`src/rtl/crc22_frame_seq_pkg.sv`:
```
// Shared definitions for the CRC-22 (x^22 + x + 1) frame sequencer:
// state encoding, default trailer markers and the 16-bit parallel CRC step.
// Optional feature macro used by the top level: CRCSEQ_WDCNT_EN.
package crc22_frame_seq_pkg;

    typedef enum logic [2:0] {
        ST_IDLE  = 3'd0,
        ST_DATA  = 3'd1,
        ST_WDCNT = 3'd2,
        ST_CRC0  = 3'd3,
        ST_CRC1  = 3'd4
    } seqState_t;

    localparam logic [4:0] DEFAULT_MARKER     = 5'b11010;
    localparam logic [3:0] DEFAULT_WDCNT_MARK = 4'hE;

    // Parallel CRC22_D16 step: data[15] is the first serial bit, so the
    // loop walks the word MSB-first through the serial LFSR.
    function automatic logic [21:0] nextCRC22_D16(input logic [15:0] data,
                                                  input logic [21:0] crc);
        logic [21:0] c;
        logic        fb;
        c = crc;
        for (int i = 15; i >= 0; i--) begin
            fb   = c[21] ^ data[i];
            c    = {c[20:0], 1'b0};
            c[0] = fb;
            c[1] = c[1] ^ fb;
        end
        return c;
    endfunction

endpackage

```
`src/rtl/crc22_frame_seq_ce.sv`:
```
// CRC-22 accumulator with clock enable and a start input that seeds the
// update from zero, so the register can stall under output backpressure.
module crc22_ce
    import crc22_frame_seq_pkg::*;
(
    input  logic        clock,
    input  logic        reset,
    input  logic        enable,
    input  logic        start,
    input  logic [15:0] data,
    output logic [21:0] crc
);

    // Fold one 16-bit word into the CRC when enabled; start restarts from zero.
    always_ff @(posedge clock) begin
        if (reset) begin
            crc <= '0;
        end else if (enable) begin
            crc <= nextCRC22_D16(data, start ? 22'd0 : crc);
        end
    end

endmodule

```
`src/rtl/crc22_frame_seq.sv`:
```
// Frame sequencer: forwards a first/last-delimited 16-bit word stream through
// a one-stage valid/ready register, accumulates CRC-22 over the data words
// and appends two trailer words {MARKER, crc half}.
// Optional feature macro: CRCSEQ_WDCNT_EN adds a {WDCNT_MARK, count} trailer
// word ahead of the CRC words.
module crc22_frame_seq
    import crc22_frame_seq_pkg::*;
#(
    parameter logic [4:0] MARKER     = DEFAULT_MARKER,
    parameter logic [3:0] WDCNT_MARK = DEFAULT_WDCNT_MARK
) (
    input  logic        clock,
    input  logic        reset,
    input  logic [15:0] in_data,
    input  logic        in_first,
    input  logic        in_last,
    input  logic        in_valid,
    output logic        in_ready,
    output logic [15:0] out_data,
    output logic        out_last,
    output logic        out_valid,
    input  logic        out_ready,
    output logic [21:0] crc_out,
    output logic        frame_done,
    output logic        frame_err
);

    seqState_t   state;
    seqState_t   stateNext;
    logic        slotFree;
    logic        acc;
    logic        crcStart;
    logic        framingErr;
    logic [21:0] crc;
    logic        loadEn;
    logic [15:0] loadData;
    logic        loadLast;
    logic        latchCrc;

    assign slotFree   = !out_valid || out_ready;
    assign in_ready   = ((state == ST_IDLE) || (state == ST_DATA)) && slotFree;
    assign acc        = in_valid && in_ready;
    assign crcStart   = (state == ST_IDLE) || in_first;
    assign framingErr = acc && (((state == ST_DATA) && in_first) ||
                                ((state == ST_IDLE) && !in_first));
    assign frame_done = out_valid && out_last && out_ready;

    crc22_ce u_crc (
        .clock  (clock),
        .reset  (reset),
        .enable (acc),
        .start  (crcStart),
        .data   (in_data),
        .crc    (crc)
    );

`ifdef CRCSEQ_WDCNT_EN
    logic [11:0] wordCount;

    // Count data words of the current frame, restarting on a frame start and saturating.
    always_ff @(posedge clock) begin
        if (reset) begin
            wordCount <= '0;
        end else if (acc) begin
            if (crcStart) begin
                wordCount <= 12'd1;
            end else if (wordCount != 12'hFFF) begin
                wordCount <= wordCount + 12'd1;
            end
        end
    end
`else
    logic [3:0] unusedWdcntMark;
    assign unusedWdcntMark = WDCNT_MARK;
`endif

    // State register.
    always_ff @(posedge clock) begin
        if (reset) begin
            state <= ST_IDLE;
        end else begin
            state <= stateNext;
        end
    end

    // Next-state logic and selection of the word to load into the output slot.
    always_comb begin
        stateNext = state;
        loadEn    = 1'b0;
        loadData  = '0;
        loadLast  = 1'b0;
        latchCrc  = 1'b0;
        case (state)
            ST_IDLE, ST_DATA: begin
                if (acc) begin
                    loadEn   = 1'b1;
                    loadData = in_data;
                    if (in_last) begin
`ifdef CRCSEQ_WDCNT_EN
                        stateNext = ST_WDCNT;
`else
                        stateNext = ST_CRC0;
`endif
                    end else begin
                        stateNext = ST_DATA;
                    end
                end
            end
`ifdef CRCSEQ_WDCNT_EN
            ST_WDCNT: begin
                if (slotFree) begin
                    loadEn    = 1'b1;
                    loadData  = {WDCNT_MARK, wordCount};
                    stateNext = ST_CRC0;
                end
            end
`endif
            ST_CRC0: begin
                if (slotFree) begin
                    loadEn    = 1'b1;
                    loadData  = {MARKER, crc[10:0]};
                    stateNext = ST_CRC1;
                end
            end
            ST_CRC1: begin
                if (slotFree) begin
                    loadEn    = 1'b1;
                    loadData  = {MARKER, crc[21:11]};
                    loadLast  = 1'b1;
                    latchCrc  = 1'b1;
                    stateNext = ST_IDLE;
                end
            end
            default: begin
                stateNext = ST_IDLE;
            end
        endcase
    end

    // Output slot: load a new word when free, otherwise drop valid once drained.
    always_ff @(posedge clock) begin
        if (reset) begin
            out_data  <= '0;
            out_last  <= 1'b0;
            out_valid <= 1'b0;
        end else if (loadEn) begin
            out_data  <= loadData;
            out_last  <= loadLast;
            out_valid <= 1'b1;
        end else if (out_ready) begin
            out_valid <= 1'b0;
        end
    end

    // Latch the finished CRC with the last trailer word and register framing-error pulses.
    always_ff @(posedge clock) begin
        if (reset) begin
            crc_out   <= '0;
            frame_err <= 1'b0;
        end else begin
            if (latchCrc) begin
                crc_out <= crc;
            end
            frame_err <= framingErr;
        end
    end

endmodule

```
`config.mk`:
```
export PLATFORM = sky130hd
export DESIGN_NAME = crc22_frame_seq
export DESIGN_NICKNAME = d
export VERILOG_FILES = /design/src/rtl/crc22_frame_seq_pkg.sv /design/src/rtl/crc22_frame_seq_ce.sv /design/src/rtl/crc22_frame_seq.sv
export SDC_FILE = /design/constraint.sdc
export NUM_CORES = 1
export LEC_CHECK = 0
export ABC_AREA = 1
export ABC_CLOCK_PERIOD_IN_PS = 1400
export BUFFER_PORTS_ARGS = -buffer_cell sky130_fd_sc_hd__buf_2
export CELL_PAD_IN_SITES_DETAIL_PLACEMENT = 1
export CELL_PAD_IN_SITES_GLOBAL_PLACEMENT = 2
export CORE_MARGIN = 4
export CORE_UTILIZATION = 26
export DETAILED_ROUTE_END_ITERATION = 7
export PLACE_DENSITY_LB_ADDON = 0.1
export SLEW_MARGIN = 10
export SYNTH_ARGS = -nofsm -noshare
export SYNTH_HDL_FRONTEND = slang
export SYNTH_SLANG_ARGS = --single-unit
```
`constraint.sdc`:
```
create_clock -name clock -period 1.4 [get_ports clock]
set_clock_uncertainty 0.1 [all_clocks]
set_input_delay 0.28 -clock clock [delete_from_list [all_inputs] [get_ports clock]]
set_output_delay 0.28 -clock clock [all_outputs]
set_load 0.01 [all_outputs]
```
### Word level (Yosys, flattened, before mapping)

Index checks and enable logic that the tools add are counted.

* multiplexer cells: 16
* equality and inequality tests: 6
* bitwise gates (word level): 32
* reduce and logical (&&, ||, !) cells: 18

Operators with widths (number)
* 16-bit 2-to-1 mux: 3
* 16-bit one-hot mux with 3 select lines: 1
* 1-bit XOR: 32
* 22-bit 2-to-1 mux: 1
* 3-bit 2-to-1 mux: 3
* 3-bit one-hot mux with 3 select lines: 1
* 1-bit logical AND: 7
* 2-bit != test (second input constant): 3
* 1-bit 2-to-1 mux: 5
* 1-bit logical OR: 4
* 2-bit OR reduction: 2
* 3-bit by 1-bit equality test with 1-bit output (second input constant): 1
* 3-bit by 2-bit equality test with 1-bit output (second input constant): 1
* 3-bit equality test (second input constant): 1
* 3-bit logical NOT: 1
* 3-bit AND reduction: 1
* 1-bit logical NOT: 2
* 2-bit 2-to-1 mux: 1
* 1-bit one-hot mux with 2 select lines: 1
* 2-bit nonzero test: 1

* word-level logic and storage cells: 79
* output and inout bits: 43
* bits in registers: 66
* input port bits: 22

### Logic depth before layout (Yosys ltp)

Gate-level depths: netlist (run 1).

* depth after elaboration: 7
* depth in mapped cells: 11
* mapped depth without buffers: 10

### Modules after synthesis

A second synthesis (run 1) with hierarchy kept.

* cell total of the unflattened synthesis: 554
* area, all modules: 3569.7 um2

Modules (own cells, without submodules)
* crc22_frame_seq: cells an instance 298, area an instance 2082.0 um2, instances 1, seq. area each 880.8 um2
* crc22_ce: cells an instance 256, area an instance 1487.7 um2, instances 1, seq. area each 440.4 um2

### Least setup slack after synthesis (run 1)

OpenSTA, ideal clock, no wires.

* path type: register -> register
* start: register out_valid
* end: register out_data[0]
* setup slack: -0.054 ns
* arrival: 1.227 ns
* data required time: 1.172 ns
* setup time: 0.128 ns
* cell stages (with the launch flop): 10
* period minus slack after synthesis: 1.454 ns
* path buffers: 1
* cell sequence: dfxtp_1 > nand2_1 > inv_2 > nor2_4 > inv_2 > nand2_2 > nor2_4 > buf_6 > a21oi_1 > nor2_1

* cells in the longest elaborated chain, start to end: 6
* elaborated cells on any way between the ends: 11
* those cells by class: 7 x mux; 4 x reduce/logical

Ends and longest elaborated chain
* start: declaration: RTL line crc22_frame_seq.sv:21 `output logic out_valid,`
* start signal: assignment: RTL line crc22_frame_seq.sv:145 `out_valid <= 1'b0;`
* start signal: assignment: RTL line crc22_frame_seq.sv:149 `out_valid <= 1'b1;`
* start signal: assignment: RTL line crc22_frame_seq.sv:151 `out_valid <= 1'b0;`
* 1-bit logical NOT (*): RTL line crc22_frame_seq.sv:40 `assign slotFree = !out_valid || out_ready;`
* 1-bit logical OR (*): RTL line crc22_frame_seq.sv:40
* 1-bit logical AND: RTL line crc22_frame_seq.sv:41 `assign in_ready = ((state == ST_IDLE) || (state == ST_DATA)) && slotFree;`
* 1-bit logical AND: RTL line crc22_frame_seq.sv:42 `assign acc = in_valid && in_ready;`
* 16-bit 2-to-1 mux / 1-bit 2-to-1 mux (equally long branches): RTL line crc22_frame_seq.sv:95 `if (acc) begin`
* 16-bit one-hot mux with 3 select lines / 1-bit one-hot mux with 2 select lines (equally long branches): RTL line crc22_frame_seq.sv:93 `case (state)`
* end signal: assignment: RTL line crc22_frame_seq.sv:147 `out_data <= loadData;`
* end: declaration: RTL line crc22_frame_seq.sv:19 `output logic [15:0] out_data,`

Mark *: on every way between the ends. The rest lies on a longest branch, timed or not.
A chain may end at the register's enable or synchronous reset.

### Worst setup path in the final report (run 1)

* start: register state[1]
* end: register crc_out[20]

* cells in the longest elaborated chain, start to end: 2

Ends and longest elaborated chain
* start: declaration: RTL line crc22_frame_seq.sv:28 `seqState_t state;`
* start signal: assignment: RTL line crc22_frame_seq.sv:82 `state <= stateNext;`
* 3-bit equality test: RTL line crc22_frame_seq.sv:93
* 1-bit 2-to-1 mux: RTL line crc22_frame_seq.sv:93
* end signal: assignment: RTL line crc22_frame_seq.sv:162 `crc_out <= crc;`
* end: declaration: RTL line crc22_frame_seq.sv:23 `output logic [21:0] crc_out,`

Every way passes these cells.

==> results of run 1 <==
## cell families after synthesis
kind of cell / count (synthesis)
DFF: 66
and+or+nand+nor: 225
AOI/OAI and AO/OA: 90
buffers and inverters: 95
## critical path, delay by kind of cell, from the launching register on
kind | cells | cell delay [ns]
AND/OR/NAND/NOR | 4 | 0.52
flip-flops | 1 | 0.36
buffers and inverters | 3 | 0.46
AO/OA/AOI/OAI | 1 | 0.11
## metrics by stage
step	setup WS (ns)	TNS, ns
final	-0.211	-7.01
after global routing	-0.297	-12.43
after CTS	-0.243	-6.18
after detailed placement	-0.274	-6.16
after global placement	-0.254	-4.91
after floorplan	-0.00137	-0.00957
## sequential cells by signal, indices dropped and copies added, names as in the netlist
register   flops
crc_out       22
out_last       1
state          3
u_crc.crc     22
out_valid      1
frame_err      1
out_data      16
## power by group through the flow
stage | clock network, mW | registers (mW) | logic (mW)
floorplan | 0 | 2.19 | 0.644
detailed placement | 0 | 2.21 | 1.23
global route | 2.65 | 2.23 | 1.93
global placement | 0 | 2.21 | 1.21
CTS | 2.55 | 2.19 | 1.50
finish | 2.48 | 2.20 | 1.79
## timing repair
action,in CTS,in global routing
hold buffers,0,0
resized for setup,85,151
pin swaps,17,49
setup endpoints to repair,61,67
cloned,3,4
buffers inserted,8,12
## worst max-delay path by stage
stage	end	slack, ns	depth (start not counted)
2_1_floorplan	out_data[0]	-0.001	7
3_3_place_gp	out_data[9]	-0.25	10
3_5_place_dp	out_data[9]	-0.27	10
4_1_cts	in_ready	-0.24	6
5_1_grt	out_data[7]	-0.30	9
6_report	crc_out[20]	-0.21	8
## metal layers
| layer | global-route usage | wire length [µm] | vias up |
|---|---|---|---|
| li1 | - | - | 1772 |
| met1 | 0.240 | 6060 | 1748 |
| met2 | 0.300 | 6460 | 81 |
| met3 | 0.0550 | 625 | 14 |
| met4 | 0.0442 | 207 | 0 |
| met5 | 0 | 0 | - |
## layout make-up
| cell class | instances | area, µm² |
|---|---|---|
| well taps | 147 | 184 |
| fillers | 1444 | 6590 |
| flip-flops and latches | 66 | 1330 |
| clock inverters | 5 | 77.6 |
| repair buffers | 135 | 1170 |
| multi-input cells | 315 | 2080 |
| clock buffers | 11 | 243 |
| inverters | 72 | 285 |
## cells in the mapped netlist (all sizes together)
| cell type | number |
|---|---|
| o21a | 11 |
| clkbuf | 11 |
| dfxtp | 66 |
| inv | 70 |
| nand2 | 132 |
| nor4 | 1 |
| o211ai | 7 |
| o22ai | 1 |
| o21ai | 26 |
| a31oi | 1 |
| a21oi | 44 |
| nand3 | 40 |
| nor2 | 36 |
| buf | 12 |
| clkinv | 2 |
| nand4 | 16 |
==> metrics.txt, run 1 <==
# IOs 65; Antenna diodes 0; R2R Path Start state[1]; status finished with violations; commonest non-fill, non-tap cell in the layout buf_2; failing checks negative setup slack; largest net degree at the start of global routing 35; cts bufs inserted 9; DR vias/cell between 4 and 5; worst-margin pin slew 0.335 ns; Critical Path AT between 1.5 and 2 ns; synth top area cells dfxtp_1 (42%), nand2_1 (16%), inv_1 (7.8%); CTS tree built; RR Endpoint crc_out[20]; internal power 4.44 mW; Synth Area in XOR/XNOR 0; Worst-Skew Late Latency about 0.34 ns; CTS root buf clkbuf_16; Starting Density 0.265; Post-Syn Area roughly 3200 µm²; RePlAce Congestion between 0.7 and 0.8; post-synth top area cell dfxtp_1; net load switching power about 2 mW; Design Area, Final 5370 µm²; Compound-Gate Fraction of Synth Area 0.157; Adder-Cell Fraction of Synth Area 0; Die ar. 14,000 µm²; Layout Nets slightly above 600; Die Width 118 µm; CP Launch Type flip-flop; layout cells sized above 1 0.520; via count between 3,000 and 4,000; CTS Sinks between 60 and 70; Overflow after GRT 0; final hold vios 0; global-route wire length before repair about 20 mm; r2r setup slk -0.21 ns; DP HPWL a little over 9 mm; post-route insts no fill ~750; sequential power share 0.341; most frequent cells in the layout buf_2 (63), dfxtp_1 (62), nand2_1 (61); Placed Cells incl. Taps approximately 710; Synth Net Count 498; number of iterations in the first detailed-routing pass 4; Max VDD drop between 0.5 and 0.6 mV; DR iter-0 viols 142; CP max stage delay 0.36 ns; max_cap viols 0; Final Cycle Share 1.15; Crit Path Category reg2reg; Die H around 120 µm; Worst Hold Launch in_last; unrepaired setup endpoints after global routing true; WL per Instance between 15 and 20 µm; H-tree depth 3; final hold slack approximately 0.096 ns; CP Cell Sequence nor2_4 -> nand2_4 -> nor2_4 -> buf_12 -> buf_4 -> nand2_8 -> buf_4 -> a21oi_2; number of port buffers 64; placed cell area between 4000 and 5000 µm²; Worst Setup End Kind flip-flop; PwrDens ~1200 nW/µm²; Seq cells post-synth 66; Worst Hold Path Cells 3; fin crit period roughly 1.6 ns; Max clock buf depth 2; Setup crit start state[1]; Net Sw Frac 0.313; Hold WC Path Type in2reg; crit path max fanout 8; drt drc 0; Core Box Area 12,000 µm²; final setup vio count 58; reg2reg path depth 8; Lkg Pwr roughly 2.6 nW; total power approximately 6.5 mW; fin worst setup slack -0.211 ns; sequential element share of the synthesized area 0.417; Syn Inst Count between 400 and 500; syn_area_per_cell 6.66 µm²; multiplexer share of the synthesized area 0; ANT nets after route 0; row cnt 40; initial antenna violation count 0; clock network power share 0.383; WP data required 1.58 ns; Slew headroom 0.776; wirelength, routed roughly 13 mm; simple-gate portion of the synthesized area 0.304; CP max-delay cell dfxtp_4; fmax just over 0.6 GHz; clock transition at the registers of the reported paths about 0.060 ns; Ys Warns 0; Distinct cells, synth 22; Finished Core Util 0.449; GRT Resource Usage Total 0.184; post-synth top area share 0.417; Hold EP state[1]; Combinational Power Share 0.276; Final Max Tran Viols 0; vias in the first global route approximately 3,600; main combinational cell family by area after synthesis simple AND/OR/NAND/NOR gates; Syn-to-layout area delta 69.3%
(Power assumes the default switching activity.)
==> run 2: changes to the inputs <==
--- a/config.mk
+++ b/config.mk
@@ -11,10 +11,11 @@
 export CELL_PAD_IN_SITES_DETAIL_PLACEMENT = 1
 export CELL_PAD_IN_SITES_GLOBAL_PLACEMENT = 2
 export CORE_MARGIN = 4
-export CORE_UTILIZATION = 26
+export CORE_UTILIZATION = 27
 export DETAILED_ROUTE_END_ITERATION = 7
 export PLACE_DENSITY_LB_ADDON = 0.1
 export SLEW_MARGIN = 10
 export SYNTH_ARGS = -nofsm -noshare
 export SYNTH_HDL_FRONTEND = slang
+export SYNTH_HIERARCHICAL = 1
 export SYNTH_SLANG_ARGS = --single-unit
==> run 2 against run 1 <==
- combinational power shrank 28%
- synthesized area grew 13%
- clock power hardly changed
- the run still ends with negative setup slack left
- first-iteration DRC count up 49%
- largest cell class unchanged
- via count grew 11%
==> metrics.txt, run 2 <==
status finished with violations; failing checks negative setup slack; Die Width 123 µm (+3.8%); initial antenna violation count 0 (unchanged); sequential cell area 1330 µm² (unchanged); WL per Instance 17.9 µm (+0.48%); WP data required 1.02 ns (-0.56 ns); Worst Setup End Kind output port; RePlAce Congestion 0.779 (-1.5%); Post-CTS Hold Fix Bufs 0 (unchanged); CP Cell Sequence buf_6 -> nor2_4 -> buf_8 -> nand2_2 -> inv_2 -> buf_6; commonest non-fill, non-tap cell in the layout nand2_1; CTS tree built; post-synth top area cell dfxtp_1; placed cell area 4300 µm² (+6.4%); crit path max fanout 2 (-6); drt drc 0 (unchanged); final hold vios 0 (unchanged); fin worst setup slack -0.207 ns (+0.00368 ns); Ys Warns 6 (+6); GRT Resource Usage Total 0.193 (+0.00872); most frequent cell after synthesis nand2_1; # IOs 65 (unchanged); fmax 0.622 GHz (+0.23%); synth top area cells dfxtp_1 (37%), nand2_1 (15%), nand3_1 (10%); cts bufs inserted 9 (unchanged); Most Frequent Cell on Critical Path buf_6; DR vias/cell 4.77 (-0.84%); Seq cells post-synth 66 (unchanged); DP HPWL 9.75 mm (+7.7%); CTS root buf clkbuf_16; DR iter-0 viols 211 (+49%); most frequent cells in the layout nand2_1 (110), dfxtp_1 (62), buf_2 (62); Synth Net Count 576 (+16%); CP max stage delay 0.32 ns (-0.04 ns); Synth top cells by count nand2_1 (146), nand3_1 (74), dfxtp_1 (66), nor2_1 (64), inv_1 (63); Distinct cells, synth 22 (unchanged); ys async rst share 0 (unchanged); global-route wire length before repair 22.1 mm (+11%); CP Launch Type flip-flop; PwrDens 1050 nW/µm² (-13%); Worst Path Buf+Inv 4 (+1); Fill cells 1,561 (+8.1%); Core Box Area 12,800 µm² (+6.8%); Die H 123 µm (+3.8%); unrepaired setup endpoints after global routing true; Syn Inst Count 554 (+16%); Crit Path Category reg2out; fin crit period 1.61 ns (-0.00369 ns); CP max-delay cell dfxtp_2; number of iterations in the first detailed-routing pass 4 (unchanged); Hold WC Path Type in2reg; Post-synth top flop dfxtp_1; biggest regs crc_out x22, u_crc/crc x22, out_data x16; Antenna diodes 0 (unchanged); r2r setup slk -0.16 ns (+0.05 ns); row cnt 41 (+2.5%); Final Cycle Share 1.15 (-0.00263); Worst-Skew Late Latency 0.34 ns (about the same); Starting Density 0.279 (+0.0143); Post-Syn Area 3570 µm² (+13%); final hold slack 0.119 ns (+0.0235 ns); via count 3,995 (+11%); largest net degree at the start of global routing 38 (+8.6%); ANT nets after route 0 (unchanged); Critical Path AT 1.23 ns (-0.56 ns); Final Max Tran Viols 0 (unchanged); syn_area_per_cell 6.44 µm² (-3.3%); Post-synth EDFFs 0 (unchanged); Syn-to-layout area delta 58.2%; Die ar. 15,100 µm² (+7.8%); CTS Sinks 66 (unchanged); sequential element share of the synthesized area 0.370 (-0.0464); post-synth top area share 0.370 (-0.0464); Max VDD drop 0.447 mV (-18%); max_cap viols 0 (unchanged); area of the multi-input gates 2280 µm² (+9.6%); Overflow after GRT 0 (unchanged); wirelength, routed 15.0 mm (+12%); clock transition at the registers of the reported paths 0.06 ns (about the same); number of port buffers 64 (unchanged); Layout Nets 682 (+9.8%); worst-margin pin slew 0.498 ns (+0.163 ns); layout cells sized above 1 0.423 (-0.0973); Max clock buf depth 2 (unchanged); H-tree depth 3 (unchanged); Design Area, Final 5650 µm² (+5.2%); vias in the first global route 3,959 (+11%); Slew headroom 0.668 (-0.108); final setup vio count 59 (+1.7%); Top delay family on crit path buffers and inverters; Lkg Pwr 2.75 nW (+7.1%)
[run 2: cell types whose count changed in the layout (fill, tap and decap cells not counted), moves of 10 or more]
cell      delta
a21boi_0    +10
a21oi_2     -10
nand2_1     +49
nand2_4     -14
nand3_1     +32
nor2_1      +28
o21a_1      -11
o21ai_0     -15
[run 2: worst register-to-register path: stages (launching register included)]
cell and delay (ns):
dfxtp_4 0.40, buf_6 0.13, buf_6 0.13, nor2_4 0.06
nand2_2 0.09, nand2_2 0.08, nor2_4 0.20, buf_12 0.19
nor2_4 0.04, nor2_2 0.09
[run 2: routing by layer]
metal | wire, µm | GRT usage
met1 | 6660 | 0.257
met2 | 7450 | 0.315
met3 | 596 | 0.0371
met4 | 250 | 0.0623
met5 | 0 | 0
[run 2: stage by stage]
step / setup TNS (ns) / power (mW) / instances / utilization / setup WS (ns)
3_5_place_dp: -2.83 / 3.08 / 794 / 0.336 / -0.136
6_report: -5.92 / 5.91 / 837 / 0.442 / -0.207
2_1_floorplan: -0.443 / 2.69 / 554 / - / -0.0383
4_1_cts: -4.95 / 5.75 / 824 / 0.397 / -0.178
5_1_grt: -10.86 / 6.22 / 837 / 0.442 / -0.280
3_3_place_gp: -2.23 / 3.06 / 794 / 0.336 / -0.113
[run 2: timing repair]
action / 4_1_cts / 5_1_grt
setup endpoints to repair: 52 / 65
cloned: 5 / 7
pin swaps: 14 / 48
gates resized for setup: 72 / 111
setup buffers: 9 / 9
[run 2: path summary, 6_finish.rpt]
path / to / depth (start not counted) / from
max: in_ready / 6 / state[1]
min reg2reg: crc_out[11] / 2 / crc_out[11]
max reg2reg: out_data[4] / 9 / state[2]
min: out_data[13] / 3 / in_data[13]
[run 2: final cells by class]
class                   instances  area share
multi-input cells             385       0.404
flip-flops and latches         66       0.236
repair buffers                125       0.213
inverters                      73      0.0523
clock buffers                  11      0.0430
well taps                     172      0.0381
clock inverters                 5      0.0137
[run 2: cell families (layout without fill, tap and decap cells)]
kind of cell	after synthesis	in the layout	share of synthesized area
compound gates	63	63	0.0967
buf+inv	103	214	0.131
simple gates	322	322	0.402
flops	66	66	0.370
[run 2: power by group]
part,leakage (nW),switching [mW],internal [mW]
logic,2.05,0.728,0.566
clock network,0.156,0.894,1.60
registers,0.543,0.131,1.99
total,2.75,1.75,4.16
==> run 3: changes to the inputs <==
--- a/config.mk
+++ b/config.mk
@@ -14,6 +14,8 @@
 export CORE_UTILIZATION = 27
 export DETAILED_ROUTE_END_ITERATION = 7
 export PLACE_DENSITY_LB_ADDON = 0.1
+export RECOVER_POWER = 50
+export SETUP_SLACK_MARGIN = 0.02
 export SLEW_MARGIN = 10
 export SYNTH_ARGS = -nofsm -noshare
 export SYNTH_HDL_FRONTEND = slang
==> run 3 against run 2 <==
- sequential power about the same
- power decreased by 1.1%
- critical path type unchanged
- register-to-register slack about the same
- the flow still finishes with violations (negative setup slack)
- count of clock-buffer cells in the layout unchanged
- design area decreased by 3.6%
- combinational power decreased by 5%
- cell count decreased by 0.96%
- global-route usage decreased by 0.24 points
- utilization decreased by 1.6 points
- first-iteration DRC count increased by 29%
- largest cell class unchanged
- sequential share of layout area increased by 0.90 points
==> metrics.txt, run 3 (same netlist as run 2, synthesis figures left out) <==
status finished with violations; failing checks negative setup slack; worst slack, placed -0.136 ns (unchanged); Layout Nets 674 (-1.2%); number of port buffers 64 (unchanged); setup_tns -3.64 ns (+2.28 ns); Overflow after GRT 0 (unchanged); via count 3,911 (-2.1%); Slew headroom 0.676 (+0.00765); PwrDens 1070 nW/µm² (+2.6%); fmax 0.635 GHz (+2.0%); layout cells sized above 1 0.390 (-0.0329); Fill cells 1,585 (+1.5%); # IOs 65 (unchanged); unrepaired setup endpoints after global routing true; Die ar. 15,100 µm² (unchanged); Lkg Pwr 2.53 nW (-8.2%); row cnt 41 (unchanged); Final Cycle Share 1.13 (-0.0222); max_cap viols 0 (unchanged); vias in the first global route 3,919 (-1.0%); fin crit period 1.58 ns (-0.0311 ns); fin worst setup slack -0.176 ns (+0.0311 ns); CTS root buf clkbuf_16; cts bufs inserted 9 (unchanged); Die H 123 µm (unchanged); Critical Path AT 1.20 ns (-0.03 ns); initial antenna violation count 0 (unchanged); drt drc 0 (unchanged); clock transition at the registers of the reported paths 0.06 ns (about the same); Antenna diodes 0 (unchanged); commonest non-fill, non-tap cell in the layout nand2_1; worst-margin pin slew 0.486 ns (-0.0115 ns); global-route wire length before repair 21.8 mm (-1.4%); final setup vio count 41 (-31%); sequential cell area 1330 µm² (about the same); largest net degree at the start of global routing 38 (unchanged); CTS tree built; Hold WC Path Type in2reg; Syn-to-layout area delta 52.5%; most frequent cells in the layout nand2_1 (106), dfxtp_1 (61), inv_1 (53); number of iterations in the first detailed-routing pass 4 (unchanged); GRT Resource Usage Total 0.191 (-0.00239); Max VDD drop 0.458 mV (+2.4%); Core Box Area 12,800 µm² (unchanged); CP Launch Type flip-flop; DP HPWL 9.75 mm (unchanged); Max clock buf depth 2 (unchanged); placed cell area 4300 µm² (unchanged); WL per Instance 17.0 µm (-4.7%); final hold vios 0 (unchanged); post-route insts no fill 829 (-0.96%); H-tree depth 3 (unchanged); DR iter-0 viols 272 (+29%); RePlAce Congestion 0.779 (unchanged); Crit Path Category reg2out; wirelength, routed 14.1 mm (-5.6%); Worst Setup End Kind output port; Worst-Skew Late Latency 0.34 ns (about the same); crit path max fanout 2 (unchanged); Design Area, Final 5450 µm² (-3.6%); Starting Density 0.279 (unchanged); Final Max Tran Viols 0 (unchanged); biggest regs crc_out x22, u_crc/crc x22, out_data x16; WP data required 1.02 ns (about the same); area of the multi-input gates 2290 µm² (+0.27%); CTS Sinks 66 (unchanged); Die Width 123 µm (unchanged); DR vias/cell 4.72 (-1.2%); Placed Cells incl. Taps 794 (unchanged); ANT nets after route 0 (unchanged)
## run 3: cell types whose count changed in the layout (fill, tap and decap cells not counted), sizes merged
cell | previous run | this run
clkbuf | 16 | 38
buf | 119 | 89
## run 3: what timing repair did
item,4_1_cts,5_1_grt
setup buffers,8,7
gates cloned,5,1
endpoints found under the setup margin,56,68
resized for setup,70,116
hold buffers,0,0
pin swaps,7,35
## run 3: path summary, 6_finish.rpt
kind | from | slack, ns | to | cells past startpoint
max | state[1] | -0.18 | in_ready | 6
min | in_data[13] | 0.12 | out_data[13] | 3
max reg2reg | state[1] | -0.15 | u_crc/crc[6] | 9
min reg2reg | crc_out[11] | 0.36 | crc_out[11] | 2
## run 3: stage by stage
stage / util / hold slack [ns] / total power, mW
after floorplan: - / 0.327 / 2.69
after global placement: 0.336 / 0.350 / 3.06
after detailed placement: 0.336 / 0.354 / 3.08
after CTS: 0.394 / 0.117 / 5.75
after global routing: 0.426 / 0.121 / 6.16
final: 0.426 / 0.118 / 5.85
## run 3: worst max-delay path, cell delays in order (launching register included)
cell,delay [ns]
dfxtp_2,0.32
buf_6,0.12
nor2_4,0.11
buf_8,0.12
nand2_2,0.04
inv_2,0.05
buf_6,0.09
## run 3: where the power goes
group	total [mW]	internal [mW]	switching, mW
Clock	2.50	1.60	0.895
Sequential	2.13	1.99	0.137
Combinational	1.22	0.519	0.702
Total	5.85	4.11	1.73
## run 3: cell type report
type,count,area share
Tap cell,172,0.0395
Multi-Input combinational cell,385,0.420
Sequential cell,66,0.245
Timing Repair Buffer,117,0.182
Inverter,73,0.0547
Clock buffer,11,0.0446
Clock inverter,5,0.0142
## run 3: per-layer routing
| metal | vias up | GRT usage | routed length (µm) |
|---|---|---|---|
| met3 | 16 | 0.0389 | 498 |
| met4 | 0 | 0.0574 | 201 |
| met2 | 62 | 0.312 | 6840 |
| met5 | - | 0 | 0 |
| met1 | 1882 | 0.254 | 6570 |
| li1 | 1951 | - | - |
